## src/rtl/input_acc_pkg.sv

```systemverilog
// Shared types for the input accumulator scheduler: FSM states and lane payload.
package input_acc_pkg;

  localparam int DATA_W = 16;

  typedef enum logic [1:0] {
    IDLE  = 2'd0,
    LOAD  = 2'd1,
    DRAIN = 2'd2
  } state_t;

  typedef logic signed [DATA_W-1:0] acc_data_t;

endpackage

```

## src/rtl/input_acc_skew_gen.sv

```systemverilog
// Diagonal dequeue pattern: lane i strobes for L_i cycles starting at drain cycle k=i.
module input_acc_skew_gen #(
  parameter int NUM_LANES = 2,
  parameter int DEPTH     = 4,
  parameter int LANE_W    = (NUM_LANES > 1) ? $clog2(NUM_LANES) : 1,
  parameter int CNT_W     = $clog2(DEPTH + 1)
) (
  input  logic                 clk,
  input  logic                 rst,
  input  logic                 start,
  input  logic [CNT_W-1:0]     len [NUM_LANES],
  output logic [NUM_LANES-1:0] rd_en,
  output logic                 last
);

  localparam int K_W = CNT_W + LANE_W + 1;

  logic             active;
  logic [K_W-1:0]   k;
  logic [K_W-1:0]   k_end;
  logic [K_W-1:0]   end_i;
  logic [CNT_W-1:0] len_q [NUM_LANES];

  // k_end is the last cycle any lane still strobes; empty lanes do not extend it
  always_comb begin
    k_end = '0;
    end_i = '0;
    rd_en = '0;
    for (int i = 0; i < NUM_LANES; i++) begin
      end_i = K_W'(i) + K_W'(len_q[i]) - K_W'(1);
      if (len_q[i] != '0 && end_i > k_end) k_end = end_i;
      rd_en[i] = active && (k >= K_W'(i)) && (k < K_W'(i) + K_W'(len_q[i]));
    end
    last = active && (k == k_end);
  end

  always_ff @(posedge clk) begin
    if (rst) begin
      active <= 1'b0;
      k      <= '0;
      for (int i = 0; i < NUM_LANES; i++) len_q[i] <= '0;
    end else if (start) begin
      active <= 1'b1;
      k      <= '0;
      for (int i = 0; i < NUM_LANES; i++) len_q[i] <= len[i];
    end else if (active) begin
      if (last) active <= 1'b0;
      else      k      <= k + K_W'(1);
    end
  end

endmodule

```

## src/rtl/input_acc_sched.sv

```systemverilog
// Arbitrates nn/host writes into per-lane accumulator queues, tracks fill, and drains skewed.
// state | meaning
// IDLE  | no queued data, waiting for a write or start
// LOAD  | at least one write accepted since the last drain
// DRAIN | skewed dequeue in progress; writes refused
module input_acc_sched
  import input_acc_pkg::*;
#(
  parameter int NUM_LANES = 2,
  parameter int DEPTH     = 4,
  parameter int LANE_W    = (NUM_LANES > 1) ? $clog2(NUM_LANES) : 1,
  parameter int CNT_W     = $clog2(DEPTH + 1)
) (
  input  logic                        clk,
  input  logic                        rst,
  input  logic                        host_valid,
  output logic                        host_ready,
  input  logic [LANE_W-1:0]           host_lane,
  input  acc_data_t                   host_data,
  input  logic                        nn_valid,
  input  logic [LANE_W-1:0]           nn_lane,
  input  acc_data_t                   nn_data,
  input  logic                        start,
  output logic [NUM_LANES-1:0]        acc_wr_valid,
  output logic [NUM_LANES*DATA_W-1:0] acc_wr_data,
  output logic [NUM_LANES-1:0]        acc_rd_en,
  output logic                        busy,
  output logic                        done,
  output logic                        err_overflow
);

  state_t           state, state_nxt;
  logic [CNT_W-1:0] count   [NUM_LANES];
  logic [CNT_W-1:0] len_nxt [NUM_LANES];
  logic             host_lane_ok, nn_lane_ok, host_full;
  logic             wr_en, ovf_set, start_ok, any_len, skew_last;
  logic [LANE_W-1:0] wr_lane;
  acc_data_t        wr_data;

  assign host_lane_ok = (32'(host_lane) < NUM_LANES);
  assign nn_lane_ok   = (32'(nn_lane) < NUM_LANES);
  assign host_full    = host_lane_ok && (count[host_lane] == CNT_W'(DEPTH));
  assign host_ready   = !nn_valid && (state != DRAIN) && !host_full;
  assign start_ok     = start && (state != DRAIN);
  assign busy         = (state != IDLE);

  // nn has no back-pressure, so anything it cannot place is dropped and flagged
  always_comb begin
    wr_en   = 1'b0;
    wr_lane = '0;
    wr_data = '0;
    ovf_set = 1'b0;
    if (nn_valid) begin
      if (state != DRAIN && nn_lane_ok && count[nn_lane] != CNT_W'(DEPTH)) begin
        wr_en   = 1'b1;
        wr_lane = nn_lane;
        wr_data = nn_data;
      end else begin
        ovf_set = 1'b1;
      end
    end else if (host_valid && host_ready) begin
      if (host_lane_ok) begin
        wr_en   = 1'b1;
        wr_lane = host_lane;
        wr_data = host_data;
      end else begin
        ovf_set = 1'b1;
      end
    end
  end

  // drain lengths include a write landing in the same cycle as start
  always_comb begin
    any_len = 1'b0;
    for (int i = 0; i < NUM_LANES; i++) begin
      len_nxt[i] = count[i] + CNT_W'(wr_en && (wr_lane == LANE_W'(i)));
      if (len_nxt[i] != '0) any_len = 1'b1;
    end
  end

  always_comb begin
    state_nxt = state;
    case (state)
      IDLE, LOAD: begin
        if (start_ok)   state_nxt = any_len ? DRAIN : IDLE;
        else if (wr_en) state_nxt = LOAD;
      end
      DRAIN:   if (skew_last) state_nxt = IDLE;
      default: state_nxt = IDLE;
    endcase
  end

  always_ff @(posedge clk) begin
    if (rst) begin
      state        <= IDLE;
      acc_wr_valid <= '0;
      acc_wr_data  <= '0;
      done         <= 1'b0;
      err_overflow <= 1'b0;
      for (int i = 0; i < NUM_LANES; i++) count[i] <= '0;
    end else begin
      state        <= state_nxt;
      done         <= (start_ok && !any_len) || (state == DRAIN && skew_last);
      err_overflow <= err_overflow | ovf_set;
      for (int i = 0; i < NUM_LANES; i++) begin
        acc_wr_valid[i] <= wr_en && (wr_lane == LANE_W'(i));
        if (wr_en && wr_lane == LANE_W'(i)) acc_wr_data[DATA_W*i +: DATA_W] <= wr_data;
        if (start_ok)                       count[i] <= '0;
        else if (wr_en && wr_lane == LANE_W'(i)) count[i] <= count[i] + CNT_W'(1);
      end
    end
  end

  input_acc_skew_gen #(
    .NUM_LANES(NUM_LANES),
    .DEPTH    (DEPTH),
    .LANE_W   (LANE_W),
    .CNT_W    (CNT_W)
  ) u_skew (
    .clk  (clk),
    .rst  (rst),
    .start(start_ok && any_len),
    .len  (len_nxt),
    .rd_en(acc_rd_en),
    .last (skew_last)
  );

endmodule

```

## config.mk

```make
export PLATFORM = sky130hd
export DESIGN_NAME = input_acc_sched
export DESIGN_NICKNAME = d
export VERILOG_FILES = /design/src/rtl/input_acc_pkg.sv /design/src/rtl/input_acc_skew_gen.sv /design/src/rtl/input_acc_sched.sv
export SDC_FILE = /design/constraint.sdc
export NUM_CORES = 1
export LEC_CHECK = 0
export BUFFER_PORTS_ARGS = -buffer_cell sky130_fd_sc_hd__buf_4
export CAP_MARGIN = 20
export CORE_UTILIZATION = 30
export DETAILED_ROUTE_END_ITERATION = 6
export GPL_TIMING_DRIVEN = 0
export PLACE_DENSITY = 0.52
export SYNTH_ARGS = -nofsm -noshare
export SYNTH_HDL_FRONTEND = slang
export SYNTH_SLANG_ARGS = --single-unit
```

## constraint.sdc

```tcl
create_clock -name clk -period 11.1 [get_ports clk]
set_input_delay 2.22 -clock clk [delete_from_list [all_inputs] [get_ports clk]]
set_output_delay 2.22 -clock clk [all_outputs]
set_load 0.005 [all_outputs]
```

Word-level counts from Yosys, hierarchy flattened

Memory sizes are Yosys's and may differ from the RTL's.
Cells that the tools add are included.

Word-level logic and storage cells: 117
Register bits after elaboration: 44
Output and inout bits: 40
Bits in writable memories: 12
Input port bits: 39
Memories kept: 2

Memory list:

| name         | depth | width | rd ports | clocked after memory_dff | write ports | line                     | source |
|---|---|---|---|---|---|---|---|
| count        | 2     | 3     | 4        | 0                        | 2           | input_acc_sched.sv:33    | `logic [CNT_W-1:0] count [NUM_LANES];` |
| u_skew.len_q | 2     | 3     | 2        | 0                        | 2           | input_acc_skew_gen.sv:22 | `logic [CNT_W-1:0] len_q [NUM_LANES];` |

Reduce and logical (&&, ||, !) cells: 31
Bitwise operators: 9
Equal/unequal tests: 8
$lt $le $gt $ge: 6
Add/sub/neg operators: 8
Muxes and demuxes: 45

Operators by type and width:

| cell                                                              | number |
|---|---|
| two-way mux 16 bit                                                | 3 |
| two-way mux 1 bit                                                 | 29 |
| two-way mux 3 bit                                                 | 6 |
| logical AND 1 bit                                                 | 17 |
| nonzero test 3 bit                                                | 4 |
| greater-or-equal comparator 5 x 1 -> 1 bit, second input constant | 2 |
| two-way mux 5 bit                                                 | 2 |
| two-way mux 2 bit                                                 | 4 |
| OR 1 bit                                                          | 7 |
| adder 3 x 1 -> 3 bit                                              | 2 |
| adder 3 x 1 -> 3 bit, second input constant                       | 2 |
| inequality test 3 bit, second input constant                      | 2 |
| adder 5 x 1 -> 5 bit, second input constant                       | 1 |
| equality test 5 bit                                               | 1 |
| > comparator 5 x 1 -> 1 bit, second input constant                | 1 |
| > comparator 5 bit                                                | 1 |
| less-than comparator 5 x 3 -> 1 bit                               | 1 |
| less-than comparator 5 bit                                        | 1 |
| subtractor 4 x 1 -> 5 bit, second input constant                  | 1 |
| adder 1 x 3 -> 4 bit, first input constant                        | 1 |
| inequality test 2 bit, second input constant                      | 2 |
| case mux 2 bit (2 select lines)                                   | 1 |
| AND reduction 2 bit                                               | 2 |
| OR reduction 2 bit                                                | 2 |
| 9 further kinds                                                   | 12 |

Logic depth before layout (Yosys ltp)

Gate-level depths: netlist (run 1).
An unclocked memory read counts as a cell.

Depth after elaboration: 18
Depth in mapped cells: 18
Mapped depth without buffers: 16

By module

Synthesis (run 1) repeated with hierarchy kept, for this count alone.

Cell total of the unflattened synthesis: 357
Area, all modules: 3518.4 µm²

Modules (own cells, without submodules):

| module             | cells an instance | times used | area an instance (µm²) |
|---|---|---|---|
| input_acc_sched    | 209               | 1          | 2279.7 |
| input_acc_skew_gen | 148               | 1          | 1238.7 |

Worst setup path before layout (run 1)

Ideal clock, no wire load.

Kind: input port to flip-flop
Start: input port host_lane
End: register u_skew.k[3]
Required time: 11.031 ns
Path slack: 5.499 ns
Buffers on the path: 2
Cell stages on the path: 17
Arrival time: 5.532 ns
Cell sequence: nor2_1 > a2111oi_1 > and2_1 > buf_2 > a22oi_2 > inv_2 > nor2_4 > buf_4 > ha_1 > ha_1 > nor4_1 > and3_1 > nand3b_1 > nor2b_1 > inv_1 > a2111o_1 > o21ai_1

RTL lines:

| what                   | line                     | source |
|---|---|---|
| start: declaration     | input_acc_sched.sv:18    | `input logic [LANE_W-1:0] host_lane,` |
| end signal: assignment | input_acc_skew_gen.sv:48 | `else k <= k + K_W'(1);` |
| end: declaration       | input_acc_skew_gen.sv:19 | `logic [K_W-1:0] k;` |

==> results.toml, run 1 <==
[outcome]
run_status = "finished, final reports clean"

[clocking]
setup_repair_bufs_after_cts = 0
clk_root_buffer_cell = "clkbuf_8"
numCtsBuffers = 5
cts_hold_buf = 0
clkSlewWorstSetupHoldPaths_ns = 0.09
cts_tree = "built"
cts_num_sinks = 56
cts_resized = 0
cts-htree-levels = 2
worstSkewPairLatency_ns = 0.31
number_of_buffers_between_clock_root_and_the_deepest_sink = 2

[logic_synthesis]
synth_sequential_area_ratio_pct = 39.0
yosysWarnings = 0
avgSynthCellArea_sq_um = 9.56
yosys-top-cells-area = "dfxtp_1 28%, edfxtp_1 11%, ha_1 8.6%"
post-synth-top-area-cell = "dfxtp_1"
ys_seq_elements = 56
post_synth_inst_count = 333
netlist-cell-type-count = 63
synth_top_flop_cell = "dfxtp_1"
synth-edff-count = 12
share_of_flip_flops_with_an_asynchronous_set_or_reset_pct = 0
synth_top_area_share_pct = 27.7
synth_area_sq_um = 3180
syn-num-nets = 394

[route]
drt-wirelength-per-cell_microns = 14.9
wl_microns = 8280
route.detailed.drc = 0
drt_iter0_drc = 92
route.antenna.remaining_nets = 0
via_count = 2753
dr.pass1.iters = 4
avgViaCountPerCell = 4.97

[layout]
diodes = 0
layout.cells.most_common_list = "82 x buf_4, 46 x nor2_1, 44 x dfxtp_1, 22 x ha_1, 21 x a211oi_1"
num-fill-cells = 1062
fin_nets = 478
syn_to_final_growth_pct = 26.4
layout-drive-gt1-share_pct = 30.1
layout_commonest_cell = "buf_4"

[worst_setup_path]
critical_path_class = "input port to register"
crit_required_ns = 11.34
path_cells = "buf_4 -> nor2_1 -> a2111oi_1 -> and2_1 -> buf_2 -> nor2_1 -> nor2_4 -> buf_4 -> ha_1 -> ha_1 -> nor4_1 -> and3_1 -> nand3b_1 -> nor2b_1 -> inv_1 -> a2111o_1 -> o21ai_1"
worstPathBufferInverterCount = 4
timing.critical_path.from_type = "input port"
worst_path_dominant_cell_family = "simple AND/OR/NAND/NOR gates"
crit_arrival_ns = 6.22
critical_path_peak_fanout = 10
slowest_stage = "a2111oi_1"
critPathMaxStageDelay_ns = 0.52
end_kind = "register"

[sta]
slew_violations = 0
timing.final.setup_violations = 0
worst_slew_margin_rel_pct = 51.1
clock_skew_ns = 0.00901
fin_worst_hold_slack_ns = 0.498
fin_crit_sh_pct = 53.9
fmax_mhz = 167
final.setup.tns_ns = 0
layout_min_cycle_time_ns = 5.98
rsz0062_at_grt = "no"
worst_pin_slew_ns = 0.734
timing_hold_violations_final = 0

[place]
global_placement_routability_congestion = 0.785
dp_hpwl_microns = 6380
numPortBuffers = 77

[floorplan]
ioPinCount = 79
std_cell_rows = 37
coreArea_sq_um = 10300
effective_utilization_at_floorplan_pct = 30.8
floorplan.die.width_microns = 105
fp.dieH_microns = 105
die_area_sq_um = 11000

[power_and_ir_drop]
p_leak_nw = 1.68
power_per_cell_area_nw_per_um2 = 240
power.ir.vdd_worst_v = 0.0000907

[min_path]
holdCritPathClass = "register to register"

[global_routing]
grt_pass1_wl_microns = 13600
antenna_found_initial = 0
largest_net_degree_at_the_start_of_global_routing = 17
groute.usage.overall_pct = 15.2
grt_pass1_vias = 2762
globalRouteOverflowTotal = 0

[flow_run]
drv_cap = 0
## final timing paths
| path | from | endpoint | slack, ns | depth (start not counted) |
|---|---|---|---|---|
| max | host_lane | u_skew.k[4] | 5.12 | 17 |
| min | state[1] | state[0] | 0.50 | 1 |
| max reg2reg | count[0][2] | u_skew.k[4] | 6.48 | 17 |
| min reg2reg | state[1] | state[0] | 0.50 | 1 |
## final cells by class
type	count	area [sq um]	area share (%)
Buffer	22	120	2.98
Timing Repair Buffer	77	578	14.4
Clock buffer	6	82.6	2.05
Inverter	13	48.8	1.21
Sequential cell	56	1240	30.8
Multi-Input combinational cell	242	1770	44.1
Clock inverter	2	10.0	0.249
Tap cell	136	170	4.23
## flip-flops by register name, summed over array words and instances, names as in the netlist
| name | flops |
|---|---|
| acc_wr_data | 32 |
| u_skew.len_q | 6 |
| state | 2 |
| u_skew.active | 1 |
| count | 6 |
| u_skew.k | 5 |
| acc_wr_valid | 2 |
| done | 1 |
| err_overflow | 1 |
## Yosys cell counts (all sizes together), types with 2 or more instances
master / instances
edfxtp: 12
xor2: 2
clkbuf: 9
or4: 2
mux2i: 5
and3: 6
or2: 2
a2111o: 2
nand2b: 6
nand4: 3
nor2b: 6
a2111oi: 3
nor2: 48
o31ai: 2
a22oi: 17
inv: 13
and2: 6
buf: 12
dfxtp: 44
nor4: 3
ha: 22
o21ai: 7
nand2: 15
a211oi: 33
nor3: 9
a21oi: 14
a31oi: 2
nand3: 3
xnor2: 8
## worst reg2reg max path, stage by stage (launching register included)
cell and delay, ns:
edfxtp_1 0.45, or3b_1 0.21, nor2_1 0.04, a2111oi_1 0.52, and2_1 0.19, buf_2 0.22, nor2_1 0.13, nor2_4 0.22
buf_4 0.27, ha_1 0.18, ha_1 0.24, nor4_1 0.24, and3_1 0.20, nand3b_1 0.23, nor2b_1 0.43, inv_1 0.29
a2111o_1 0.40, o21ai_1 0.07
## routing by layer
layer	part of all wire (%)	up-vias	track usage, %
met4	1.2	0	4.02
met5	0	-	0
li1	-	1384	-
met1	45	1289	18.6
met3	6.0	8	3.68
met2	48	72	26.5
## kinds of logic (layout without fill, tap and decap cells)
| kind of cell | Yosys count | count (layout) | share of synthesized area (%) |
|---|---|---|---|
| AOI/OAI and AO/OA | 91 | 91 | 24.0 |
| xor gates and xnor gates | 10 | 10 | 2.75 |
| muxes | 5 | 5 | 1.57 |
| DFF | 56 | 56 | 39.0 |
| and+or+nand+nor | 114 | 114 | 18.8 |
| adders and majority gates | 22 | 22 | 8.64 |
| buffers and inverters | 35 | 120 | 5.30 |
## power by group
part | switching, mW | internal [mW]
logic | 0.308 | 0.236
registers | 0.0424 | 0.265
clock network | 0.0646 | 0.0500
total | 0.415 | 0.551
## through the flow
stage / power, mW / utilization [%] / worst slack (ns) / area, sq um / std cells
after global routing: 1.05 / 39.0 / 4.61 / 4030 / 554
final: 0.966 / 39.0 / 5.12 / 4030 / 554
after CTS: 0.975 / 39.0 / 5.02 / 4030 / 554
after global placement: 0.848 / 38.1 / 4.72 / 3930 / 546
after floorplan: 0.684 / - / 5.50 / 3180 / 333
after detailed placement: 0.857 / 38.1 / 4.72 / 3930 / 546
Note: power is estimated with default switching activity, not from simulation.
==> run 2, diff against run 1 <==
--- a/config.mk
+++ b/config.mk
@@ -10,7 +10,7 @@
 export CORE_UTILIZATION = 30
 export DETAILED_ROUTE_END_ITERATION = 6
 export GPL_TIMING_DRIVEN = 0
-export PLACE_DENSITY = 0.52
+export PLACE_DENSITY = 0.54
 export SYNTH_ARGS = -nofsm -noshare
 export SYNTH_HDL_FRONTEND = slang
 export SYNTH_SLANG_ARGS = --single-unit
==> constraint.sdc (replaced) <==
create_clock -name clk -period 5.31 [get_ports clk]
set_input_delay 1.062 -clock clk [delete_from_list [all_inputs] [get_ports clk]]
set_output_delay 1.062 -clock clk [all_outputs]
set_load 0.005 [all_outputs]
==> run 2 against run 1 <==
Non-clock buffer count unchanged. Via count hardly changed. Cell count unchanged. Hold slack worse by 0.0061 ns. Sequential share of layout area down 0.18 points. Critical endpoint is now u_skew.k[3].
==> results.toml, run 2 (synthesis gave the netlist of run 1 again) <==
[worst_setup_path]
crit_arrival_ns = 4.94
slowest_stage = "a2111oi_1"
critical_path_peak_fanout = 10
crit_required_ns = 5.56
worstPathBufferInverterCount = 4
critical_path.reg2reg.endpoint = "u_skew.k[3]"
r2r_start = "count[0][2]"
worst_path_dominant_cell_family = "simple AND/OR/NAND/NOR gates"
critical_path_class = "input port to register"
reg2regPathDepth = 17
r2r_slack_ns = 0.78
path_cells = "buf_4 -> nor2_1 -> a2111oi_1 -> and2_1 -> buf_2 -> nor2_1 -> nor2_4 -> buf_4 -> ha_1 -> ha_1 -> nor4_1 -> and3_1 -> nand3b_1 -> nor2b_2 -> inv_1 -> a2111o_1 -> o21ai_1"
critPathMaxStageDelay_ns = 0.55
end_kind = "register"
timing.critical_path.from_type = "input port"

[place]
dp_worst_setup_slack_ns = 0.0815
global_placement_routability_congestion = 0.776
dp_hpwl_microns = 6150
numPortBuffers = 77
place_inst = 546

[min_path]
min_path_cells = 2
holdCritPathClass = "register to register"
min_from = "err_overflow"
whs_endpoint = "err_overflow"

[sta]
worst_slew_margin_rel_pct = 51.6
clock_skew_ns = 0.0116
worst_pin_slew_ns = 0.726
fmax_mhz = 213
fin_crit_sh_pct = 88.3
timing.final.setup_violations = 0
final_critical_path_setup_slack_ns = 0.623
layout_min_cycle_time_ns = 4.69
timing_hold_violations_final = 0
final.setup.tns_ns = 0
rsz0062_at_grt = "no"
slew_violations = 0

[layout]
finalNonFillerCells = 554
regMostFlops = "acc_wr_data"
layout-drive-gt1-share_pct = 30.4
max_ffs_per_register = 32
largest_registers = "acc_wr_data (32), count (6), u_skew.len_q (6)"
diodes = 0
layout_commonest_cell = "buf_4"
syn_to_final_growth_pct = 27.2
finalCoreUtilization_pct = 39.2
num-fill-cells = 1045
fin_nets = 478
layout.cells.most_common_list = "82 x buf_4, 46 x nor2_1, 44 x dfxtp_1, 22 x ha_1, 21 x a211oi_1"

[outcome]
run_status = "finished, final reports clean"

[floorplan]
coreArea_sq_um = 10300
fp.dieH_microns = 105
effective_utilization_at_floorplan_pct = 30.8
ioPinCount = 79
die_area_sq_um = 11000
floorplan.die.width_microns = 105
std_cell_rows = 37

[clocking]
cts_hold_buf = 0
worstSkewPairLatency_ns = 0.32
cts_tree = "built"
cts_num_sinks = 56
number_of_buffers_between_clock_root_and_the_deepest_sink = 2
clkSlewWorstSetupHoldPaths_ns = 0.11
cts-htree-levels = 2
numCtsBuffers = 5
clk_root_buffer_cell = "clkbuf_8"

[global_routing]
globalRouteOverflowTotal = 0
grt_pass1_vias = 2718
largest_net_degree_at_the_start_of_global_routing = 20
grt_pass1_wl_microns = 13300
antenna_found_initial = 0
groute.usage.overall_pct = 14.8

[power_and_ir_drop]
power_per_cell_area_nw_per_um2 = 506
finalPower_mw = 2.05
p_leak_nw = 1.69
power.ir.vdd_worst_v = 0.000202

[route]
dr.pass1.iters = 4
via_count = 2754
drt_iter0_drc = 63
avgViaCountPerCell = 4.97
wl_microns = 7970
route.detailed.drc = 0
drt-wirelength-per-cell_microns = 14.4
route.antenna.remaining_nets = 0

[flow_run]
drv_cap = 0
[run 2: cell types whose count changed in the layout (fill, tap and decap cells not counted)]
cell / delta
clkbuf_16: +1
clkbuf_8: -1
clkinv_2: -2
inv_6: +1
inv_8: +1
nor2b_1: -1
nor2b_2: +1
[run 2: cell type report]
type	instances	area [sq um]	share of cell area (%)
tap	136	170	4.20
sequential	56	1240	30.7
timing repair buffer	77	578	14.3
buffer	22	120	2.97
clock buffer	6	93.8	2.32
multi-input combinational	242	1780	43.9
clock inverter	2	20.0	0.494
inverter	13	48.8	1.21
[run 2: worst max path at each step]
stage,start,endpoint,cells past startpoint,slack (ns)
floorplan,host_lane,u_skew.k[3],17,0.87
global placement,host_lane,u_skew.k[3],17,0.11
detailed placement,host_lane,u_skew.k[3],17,0.08
CTS,host_lane,u_skew.k[3],17,0.39
global route,host_lane,u_skew.k[4],18,0.18
finish,host_lane,u_skew.k[3],17,0.62
[run 2: timing repair]
item,in CTS,in global routing
setup buffers,0,0
setup endpoints to repair,0,2
resized for setup,0,1
[run 2: worst reg2reg max path, delay by kind of cell, from the launching register on]
kind                       cells  cell delay (ns)
buffers and inverters          3             0.74
DFF                            1             0.45
and+or+nand+nor                9             1.85
AOI/OAI and AO/OA              3             1.02
adders and majority gates      2             0.42
[run 2: per-layer routing]
layer | wire length [microns] | track usage [%]
met1 | 3570 | 18.2
met2 | 3880 | 25.9
met3 | 479 | 3.93
met4 | 42 | 2.82
met5 | 0 | 0
[run 2: stage by stage]
stage	instance area (sq um)	hold WS, ns
2_1_floorplan	3180	0.451
3_3_place_gp	3930	0.456
3_5_place_dp	3930	0.470
4_1_cts	4050	0.497
5_1_grt	4050	0.523
6_report	4050	0.492
[run 2: power breakdown]
group / switching (mW) / internal, mW
clock network: 0.151 / 0.127
logic: 0.635 / 0.492
registers: 0.0881 / 0.555
